$ cat config.mk
export PLATFORM = sky130hd
export DESIGN_NAME = mem_wb_stage
export DESIGN_NICKNAME = d
export VERILOG_FILES = /design/src/rtl/mem_wb_stage.sv
export SDC_FILE = /design/constraint.sdc
export NUM_CORES = 1
export LEC_CHECK = 0
export CORE_MARGIN = 2
export CORE_UTILIZATION = 48
export DETAILED_ROUTE_END_ITERATION = 12
export PLACE_DENSITY = 0.95
export SYNTH_ARGS = -nofsm -noshare
export SYNTH_HDL_FRONTEND = slang
export SYNTH_SLANG_ARGS = --single-unit
export TNS_END_PERCENT = 20
$ cat constraint.sdc
create_clock -name clk -period 4 [get_ports clk]
set_clock_uncertainty 0.1 [all_clocks]
set_input_delay 1 -clock clk [delete_from_list [all_inputs] [get_ports clk]]
set_output_delay 1 -clock clk [all_outputs]
set_load 0.05 [all_outputs]
$ cat src/rtl/mem_wb_stage.sv
// Memory-access / write-back stage: performs one load or store through a
// variable-latency data-memory handshake, then issues a single register-file write.
module mem_wb_stage (
    input  logic        clk,
    input  logic        rst_n,
    input  logic        in_valid,
    output logic        in_ready,
    input  logic [31:0] alu_result,
    input  logic [31:0] store_data,
    input  logic [4:0]  dst_reg,
    input  logic        ctrl_regwrite,
    input  logic        MemRead,
    input  logic        MemWrite,
    input  logic [1:0]  mem_size,
    input  logic        mem_unsigned,
    output logic        dmem_req,
    output logic        dmem_we,
    output logic [31:0] dmem_addr,
    output logic [31:0] dmem_wdata,
    output logic [3:0]  dmem_be,
    input  logic        dmem_ack,
    input  logic [31:0] dmem_rdata,
    output logic [4:0]  wr_reg,
    output logic [31:0] wr_dat,
    output logic        RegWrite,
    output logic        align_err
);

    typedef enum logic [1:0] {S_IDLE, S_MEM, S_WB} state_e;

    state_e      state_q, state_d;
    logic [31:0] addr_q, sdata_q;
    logic [4:0]  dst_q;
    logic        regwrite_q, rd_q, wr_q, uns_q;
    logic [1:0]  size_q;

    logic [4:0]  wr_reg_q, wr_reg_d;
    logic [31:0] wr_dat_q, wr_dat_d;
    logic        regwrite_out_q, regwrite_out_d;
    logic        align_q, align_d;

    logic accept, in_misal, in_mem, in_mem_st, mem_done;

    function automatic logic misaligned(input logic [1:0] size, input logic [1:0] a);
        case (size)
            2'b00:   return 1'b0;
            2'b01:   return a[0];
            default: return (a != 2'b00);
        endcase
    endfunction

    function automatic logic [31:0] extract_load(input logic [31:0] rdata, input logic [1:0] a,
                                                 input logic [1:0] size, input logic uns);
        logic [7:0]  b;
        logic [15:0] h;
        case (a)
            2'd0:    b = rdata[7:0];
            2'd1:    b = rdata[15:8];
            2'd2:    b = rdata[23:16];
            default: b = rdata[31:24];
        endcase
        h = a[1] ? rdata[31:16] : rdata[15:0];
        case (size)
            2'b00:   return uns ? {24'b0, b} : {{24{b[7]}}, b};
            2'b01:   return uns ? {16'b0, h} : {{16{h[15]}}, h};
            default: return rdata;
        endcase
    endfunction

    function automatic logic [31:0] store_wdata(input logic [31:0] d, input logic [1:0] size);
        case (size)
            2'b00:   return {4{d[7:0]}};
            2'b01:   return {2{d[15:0]}};
            default: return d;
        endcase
    endfunction

    function automatic logic [3:0] store_be(input logic [1:0] a, input logic [1:0] size);
        case (size)
            2'b00:   return 4'b0001 << a;
            2'b01:   return a[1] ? 4'b1100 : 4'b0011;
            default: return 4'b1111;
        endcase
    endfunction

    assign in_ready  = (state_q != S_MEM);
    assign accept    = in_valid && in_ready;
    assign in_misal  = (MemRead || MemWrite) && misaligned(mem_size, alu_result[1:0]);
    assign in_mem    = (MemRead || MemWrite) && !in_misal;
    assign in_mem_st = (state_q == S_MEM);
    assign mem_done  = in_mem_st && dmem_ack;

    always_comb begin
        state_d = state_q;
        case (state_q)
            S_MEM:   if (dmem_ack) state_d = S_WB;
            default: begin
                if (accept) state_d = in_mem ? S_MEM : S_WB;
                else        state_d = S_IDLE;
            end
        endcase
    end

    // Write-back fields are registered on the edge that enters WB, so they are
    // presented for exactly that one cycle and then hold (only RegWrite drops).
    always_comb begin
        wr_reg_d       = wr_reg_q;
        wr_dat_d       = wr_dat_q;
        regwrite_out_d = 1'b0;
        align_d        = 1'b0;
        if (mem_done) begin
            wr_reg_d       = dst_q;
            wr_dat_d       = (rd_q && !wr_q) ? extract_load(dmem_rdata, addr_q[1:0], size_q, uns_q)
                                             : addr_q;
            regwrite_out_d = regwrite_q && (dst_q != 5'd0) && !wr_q;
        end else if (accept && !in_mem) begin
            wr_reg_d       = dst_reg;
            wr_dat_d       = alu_result;
            regwrite_out_d = ctrl_regwrite && (dst_reg != 5'd0) && !MemWrite && !in_misal;
            align_d        = in_misal;
        end
    end

    always_ff @(posedge clk or negedge rst_n) begin
        if (!rst_n) begin
            state_q        <= S_IDLE;
            wr_reg_q       <= '0;
            wr_dat_q       <= '0;
            regwrite_out_q <= 1'b0;
            align_q        <= 1'b0;
        end else begin
            state_q        <= state_d;
            wr_reg_q       <= wr_reg_d;
            wr_dat_q       <= wr_dat_d;
            regwrite_out_q <= regwrite_out_d;
            align_q        <= align_d;
        end
    end

    // Instruction operands only matter while in MEM; outputs are gated by state.
    always_ff @(posedge clk) begin
        if (accept) begin
            addr_q     <= alu_result;
            sdata_q    <= store_data;
            dst_q      <= dst_reg;
            regwrite_q <= ctrl_regwrite;
            rd_q       <= MemRead;
            wr_q       <= MemWrite;
            size_q     <= mem_size;
            uns_q      <= mem_unsigned;
        end
    end

    assign dmem_req   = in_mem_st;
    assign dmem_we    = in_mem_st && wr_q;
    assign dmem_addr  = in_mem_st ? {addr_q[31:2], 2'b00} : 32'd0;
    assign dmem_wdata = (in_mem_st && wr_q) ? store_wdata(sdata_q, size_q) : 32'd0;
    assign dmem_be    = in_mem_st ? store_be(addr_q[1:0], size_q) : 4'd0;

    assign wr_reg    = wr_reg_q;
    assign wr_dat    = wr_dat_q;
    assign RegWrite  = regwrite_out_q;
    assign align_err = align_q;

endmodule

Word level (Yosys, flattened, before mapping)

Cells that the tools add are included.

Flip-flop bits (word level): 116
Input port bits: 111
Word-level logic and storage cells: 70

Equality and inequality tests: 7
Shift-type cells: 1
Mux-type cells: 25
Reduce and logical (&&, ||, !) cells: 24

Operators with widths:

| kind                | count |
|---|---|
| $mux 32             | 7 |
| $pmux 32 s2         | 2 |
| $pmux 8 s3          | 1 |
| $mux 16             | 1 |
| $logic_and 1x1->1   | 12 |
| $mux 5              | 2 |
| $reduce_bool 5->1   | 2 |
| $eq 2x1->1 const B  | 4 |
| $mux 2              | 4 |
| $mux 4              | 2 |
| $pmux 4 s2          | 1 |
| $logic_not 2->1     | 3 |
| $logic_not 1->1     | 4 |
| $mux 1              | 4 |
| $reduce_bool 2->1   | 2 |
| $shl 1x2->4 const A | 1 |
| $eq 2x2->1 const B  | 1 |
| $ne 2x1->1 const B  | 1 |
| $ne 2x2->1 const B  | 1 |
| $pmux 1 s2          | 1 |
| $logic_or 1x1->1    | 1 |

Longest topological paths before layout

Gate-level depths: netlist (run 1).

Word-level depth: 9
Mapped depth: 7
Gate-level depth less buffers: 5

Worst setup path before layout (run 1)

No wires, ideal clock.

Path kind: reg-to-output
From: register size_q[0]
To: output port dmem_be[3]
Arrival time: 2134 ps
Path slack: 766 ps
Cell stages (with the launch flop): 6
Path buffers: 3
Cells stage by stage: edfxtp_1 > clkbuf_1 > clkbuf_1 > buf_1 > o21ai_0 > a21oi_1

Cells in the longest elaborated chain, start to end: 3

RTL lines:

| element                                              | line | RTL |
|---|---|---|
| start, declared                                      | 35   | `logic [1:0] size_q;` |
| start signal, assigned                               | 149  | `size_q <= mem_size;` |
| $eq 2x1->1 / $logic_not 2->1 (equally long branches) | 79   | `case (size)` |
| $pmux 4 s2 (*)                                       | 79   |  |
| $mux 4 (*)                                           | 158  | `assign dmem_be = in_mem_st ? store_be(addr_q[1:0], size_q) : 4'd0;` |
| end, declared                                        | 20   | `output logic [3:0] dmem_be,` |

Mark *: on every way between the ends. The rest lies on a longest branch, timed or not.

Final worst setup path (run 1)

From: register state_q[1]
To: output port dmem_addr[21]

Cells in the longest elaborated chain, start to end: 2

RTL lines:

| element                | line | RTL |
|---|---|---|
| start, declared        | 31   | `state_e state_q, state_d;` |
| start signal, assigned | 132  | `state_q <= state_d;` |
| $eq 2x1->1             | 90   | `assign in_mem_st = (state_q == S_MEM);` |
| $mux 32                | 156  | `assign dmem_addr = in_mem_st ? {addr_q[31:2], 2'b00} : 32'd0;` |
| end, declared          | 18   | `output logic [31:0] dmem_addr,` |

Every way passes these cells.

==> flow_summary_export.csv, run 1 <==
group,metric,value,unit
placed_design,portBuffers,218,
sta,grt_setup_unrepaired,"no",
sta,post-route-min-period,3.77,ns
synth,synth-async-reset-ratio,35.3,%
global_routing,grt_max_degree,71,
sta,finalSetupViolCount,0,
synth,synth-main-ff-cell,"edfxtp_1",
cells_and_area,final_util,75.3,%
cells_and_area,layout_common_cells,"clkdlybuf4s50_1, edfxtp_1, nor2_1, dfrtp_1, buf_4",
worst_hold_path,hp-class,"register to register",
drt,dr_total_vias,5674,
clock_tree,holdBufCountCts,0,
synth,yosys_register_bits,116,
clock_tree,cts_made_buffers,17,
critical_path,cp.required,2.90,ns
critical_path,cp-startpoint,"state_q[1]$_DFFE_PN0P_",
clock_tree,h-tree-depth,4,
sta,max-slew-margin-rel,32.9,%
power,power_frac_comb,31.0,%
sta,maxSlewViolCount,0,
power,seqPwrFrac,34.1,%
sta,hold_viol,0,
cells_and_area,diodes,0,
clock_tree,cts_resized,0,
global_routing,grt_util_all_layers,31.4,%
drt,drc_errors,0,
global_routing,grt_pass1_vias,5848,
floorplanning,dieArea,13400,um^2
cells_and_area,final_nets,865,
synth,synthCells,551,
global_routing,grt_overflow,0,
floorplanning,fp.coreArea,12100,um^2
power,power,4.58,mW
drt,drtPass1Iterations,6,
power,peakVddDrop,252,uV
floorplanning,die_x,116,um
placed_design,place.gp.congestion,0.856,
placed_design,placed_area,8470,um^2
cells_and_area,stdcell_area,9080,um^2
synth,synth-edff-count,75,
clock_tree,clk_path_buf_depth,2,
sta,worstMarginPinSlew,1.01,ns
drt,viasPerCell,6.07,
cells_and_area,drive_above_1_share,14.0,%
clock_tree,insertion_delay,0.42,ns
power,sw_frac_of_total,34.2,%
floorplanning,row_count,40,
sta,period_share,94.1,%
critical_path,crit_type,"register to output port",
critical_path,critPathMaxFanout,24,
drt,drt_iter0_markers,562,
sta,hold_slack,0.402,ns
critical_path,crit_path_end_kind,"output port",
power,power_density,504,nW/um^2
synth,yosysWarnings,0,
floorplanning,io_pins,221,
cells_and_area,areaGrowthSynthToFinish,52.0,%
synth,yosys-top-cells-area,"edfxtp_1, dfrtp_1, mux2i_1",
power,internal-power,3.01,mW
cells_and_area,regArea,3280,um^2
drt,routedWlPerCell,22.1,um
critical_path,arrival,2.67,ns
power,switchingPower,1.57,mW
cells_and_area,multi_input_area,2470,um^2
clock_tree,cts_tree,"yes",
critical_path,rr_startpoint,"state_q[1]$_DFFE_PN0P_",
critical_path,start_kind,"register",
placed_design,hpwl,14700,um
synth,synth_area_leader_cell,"edfxtp_1",
drt,wl,20600,um
floorplanning,die_h,116,um
sta,setup_tns,0,ns
power,p_leak,3.57,nW
synth,yosysSeqAreaShare,54.9,%
run_status,status,"completed",
synth,synth_top_area_share,37.7,%
synth,synthDistinctLibCells,50,
clock_tree,post_cts_buffers,0,
worst_hold_path,worstHoldStart,"wr_dat[15]$_DFFE_PN0P_",
flow_run,maxCapViolCount,0,
global_routing,grt_pass1_wl,31400,um
drt,antenna_left,0,
floorplanning,initial_core_util,49.5,%
clock_tree,root_buffer,"clkbuf_16",
power,clkPwrFrac,34.8,%
sta,max_freq,266,MHz
clock_tree,cts.reportedPaths.clkPinSlew,0.05,ns
global_routing,antenna_found_initial,0,
cells_and_area,final_common_cell,"clkdlybuf4s50_1",
cells_and_area,n_fill_cell,787,
synth,netlist_area,5970,um^2
clock_tree,clock-sinks,116,
synth,synth.avg_cell_area,10.8,um^2
-- final timing paths --
kind                                          end  slack, ns  cells after the start
max                                 dmem_addr[21]       0.23                      4
min                        wr_dat[15]$_DFFE_PN0P_       0.40                      1
max reg2reg                wr_dat[25]$_DFFE_PN0P_       0.94                      7
min reg2reg                wr_dat[15]$_DFFE_PN0P_       0.40                      1
max in group asynchronous  wr_dat[15]$_DFFE_PN0P_       2.52                      1
min in group asynchronous   wr_dat[0]$_DFFE_PN0P_       0.66                      1
-- metal layers --
layer	track usage [%]	up-vias	wire (um)
met1	36.5	2708	7350
li1	-	2480	-
met4	16.1	0	793
met3	8.05	61	2150
met5	0	-	0
met2	53.8	425	10400
-- critical path, stage by stage, from the launching register on --
cell	delay (ns)
dfrtp_1	0.37
nand2b_1	0.25
inv_1	0.58
and2_1	0.24
clkdlybuf4s50_1	0.81
-- cell usage after synthesis (all sizes together) (3+ instances only) --
cell type,number
o21ai,35
o22ai,11
a22o,16
a2111oi,9
and3,10
o2bb2ai,16
and2,31
dfrtp,41
mux2i,38
inv,5
o221ai,6
a21oi,34
mux2,3
nand3,5
nor2b,9
buf,13
nand2b,12
nand3b,11
a221oi,16
edfxtp,75
nand2,35
clkbuf,37
a32oi,5
nor2,53
or2,3
-- final cells by class --
cell class,count,area share (%)
flip-flops and latches,116,36.1
well taps,168,2.31
multi-input cells,380,27.2
inverters,6,0.248
repair buffers,233,27.4
clock inverters,15,2.07
clock buffers,17,4.68
-- power by group through the flow --
| stage | logic (mW) | registers, mW | clock network (mW) |
|---|---|---|---|
| floorplan | 0.496 | 1.92 | 0 |
| global placement | 1.37 | 1.57 | 0 |
| detailed placement | 1.41 | 1.59 | 0 |
| global route | 1.48 | 1.58 | 1.67 |
| CTS | 1.42 | 1.56 | 1.61 |
| finish | 1.42 | 1.56 | 1.60 |
-- kinds of logic after synthesis --
logic type	share of synthesized area, %
compound gates	18.7
buf+inv	4.02
flops	54.9
mux	7.00
other cells	0.0628
simple gates	15.3
-- per-stage QoR --
stage	std cells	setup WS [ns]
floorplan	552	0.766
global placement	903	0.773
detailed placement	903	0.688
CTS	935	0.268
global route	935	0.0644
finish	935	0.235
No activity file was read; power rests on OpenSTA's default activity.
==> inputs of run 2 (changes only) <==
CORE_MARGIN = unset   (was 2)
==> run 2 against run 1 <==
Worst hold slack better by 0.0012 ns; sequential power hardly changed; highest routed layer unchanged; combinational power hardly changed; flip-flop and latch count stayed put; global-route usage is 0.63 points higher; critical path type unchanged; first-iteration DRC count is 7.5% lower; utilization is 0.16 points higher; non-clock buffer count stayed put; register-to-register slack better by 0.25 ns.
==> flow_summary_export.csv, run 2 (same netlist as run 1, synthesis figures left out) <==
group,metric,value,unit
run_status,status,"completed",
flow_run,maxCapViolCount,0,
cells_and_area,layout_common_cells,"clkdlybuf4s50_1, edfxtp_1, nor2_1, dfrtp_1, buf_4",
placed_design,hpwl,14500,um
worst_hold_path,hp-class,"register to register",
critical_path,critPathMaxStageDelay,0.45,ns
global_routing,grt_pass1_wl,31100,um
sta,grt_setup_unrepaired,"no",
clock_tree,cts_resized,0,
cells_and_area,stdcell_area,9100,um^2
clock_tree,post_cts_buffers,0,
floorplanning,row_count,40,
critical_path,cp_top_family,"buffers and inverters",
placed_design,dp_slack,0.702,ns
clock_tree,cts_made_buffers,17,
clock_tree,holdBufCountCts,0,
critical_path,crit_type,"register to output port",
floorplanning,die_x,114,um
floorplanning,initial_core_util,49.5,%
cells_and_area,stdcell_count,935,
cells_and_area,areaGrowthSynthToFinish,52.3,%
cells_and_area,drive_above_1_share,14.3,%
critical_path,r2r_slack,1.19,ns
critical_path,crit_buf_inv,4,
clock_tree,h-tree-depth,4,
power,power_density,503,nW/um^2
placed_design,placed_cells,903,
drt,drc_errors,0,
placed_design,portBuffers,218,
critical_path,rr_startpoint,"state_q[0]$_DFFE_PN0P_",
critical_path,start_kind,"register",
clock_tree,root_buffer,"clkbuf_16",
sta,hold_viol,0,
drt,routedWlPerCell,21.3,um
global_routing,grt_util_all_layers,32.0,%
critical_path,crit_path_end_kind,"output port",
drt,drtPass1Iterations,7,
critical_path,critPathMaxFanout,25,
cells_and_area,final_nets,865,
drt,wl,19900,um
cells_and_area,diodes,0,
placed_design,place.gp.congestion,0.836,
global_routing,grt_pass1_vias,5687,
critical_path,arrival,2.62,ns
worst_hold_path,min_to,"wr_reg[1]$_DFFE_PN0P_",
critical_path,cp.required,2.90,ns
clock_tree,insertion_delay,0.40,ns
power,peakVddDrop,278,uV
worst_hold_path,worstHoldStart,"wr_reg[1]$_DFFE_PN0P_",
drt,viasPerCell,5.96,
sta,worstMarginPinSlew,0.985,ns
critical_path,path_cells,"nand2b_1 > inv_1 > buf_4 > nand2_1 > buf_4 > a21oi_1 > buf_12",
sta,hold_slack,0.404,ns
floorplanning,dieArea,12900,um^2
cells_and_area,final_common_cell,"clkdlybuf4s50_1",
clock_tree,clock-sinks,116,
worst_hold_path,min_path_cells,2,
sta,maxSlewViolCount,0,
sta,max-slew-margin-rel,34.3,%
floorplanning,fp.coreArea,12100,um^2
floorplanning,die_h,114,um
clock_tree,cts.reportedPaths.clkPinSlew,0.05,ns
sta,setup_tns,0,ns
sta,timing.final.ws_setup,0.281,ns
floorplanning,io_pins,221,
sta,post-route-min-period,3.72,ns
global_routing,grt_max_degree,71,
global_routing,grt_overflow,0,
sta,max_freq,269,MHz
critical_path,rr_worst_depth,8,
drt,dr_total_vias,5575,
global_routing,antenna_found_initial,0,
power,p_leak,3.59,nW
critical_path,rr_endpoint,"wr_dat[25]$_DFFE_PN0P_",
clock_tree,clk_path_buf_depth,2,
placed_design,placed_area,8470,um^2
drt,drt_iter0_markers,520,
critical_path,cp_common_cell,"buf_4",
drt,antenna_left,0,
critical_path,slowest_stage,"inv_1",
clock_tree,cts_tree,"yes",
sta,finalSetupViolCount,0,
sta,period_share,93.0,%
-- run 2: worst max path at each step --
stage / slack [ns] / end / cells past startpoint / start
after floorplan: 0.77 / dmem_be[3] / 5 / size_q[0]$_DFFE_PP_
after CTS: 0.23 / dmem_wdata[14] / 7 / state_q[1]$_DFFE_PN0P_
after detailed placement: 0.70 / dmem_wdata[14] / 7 / state_q[1]$_DFFE_PN0P_
final: 0.28 / dmem_wdata[14] / 7 / state_q[1]$_DFFE_PN0P_
after global placement: 0.78 / dmem_wdata[12] / 7 / state_q[1]$_DFFE_PN0P_
after global routing: 0.02 / dmem_wdata[14] / 7 / state_q[1]$_DFFE_PN0P_
-- run 2: power breakdown --
group	leakage [nW]	internal, mW	total (mW)	switching, mW
combinational	2.06	0.519	1.42	0.897
clock	0.302	1.05	1.60	0.555
sequential	1.23	1.46	1.56	0.0999
total	3.59	3.03	4.58	1.55
-- run 2: stage by stage --
| step | total power [mW] | utilization [%] |
|---|---|---|
| after floorplan | 2.41 | - |
| final | 4.58 | 75.4 |
| after CTS | 4.59 | 75.4 |
| after detailed placement | 2.99 | 70.2 |
| after global routing | 4.73 | 75.4 |
| after global placement | 2.95 | 70.2 |
-- run 2: final cells by class --
class,instances,area [um^2]
Clock buffer,21,480
Clock inverter,11,149
Fill cell,771,2960
Inverter,6,22.5
Multi-Input combinational cell,380,2470
Sequential cell,116,3280
Tap cell,168,210
Timing Repair Buffer,233,2490
-- run 2: tightest hold or removal path, delay by kind of cell, from the launching register on --
kind	cells	cell delay [ns]
AO/OA/AOI/OAI	1	0.07
AND/OR/NAND/NOR	1	0.06
flip-flops	1	0.34
-- run 2: per-layer routing --
layer  GRT usage (%)  wire length [um]
met4            14.2               704
met3            9.25              2100
met5               0                 0
met2            55.1              9940
met1            37.2              7160
==> inputs of run 3 (changes only) <==
CORE_MARGIN = 1   (was unset)
==> results of run 3 <==
No change in the layout: final DEF, timing and power equal those of run 2.
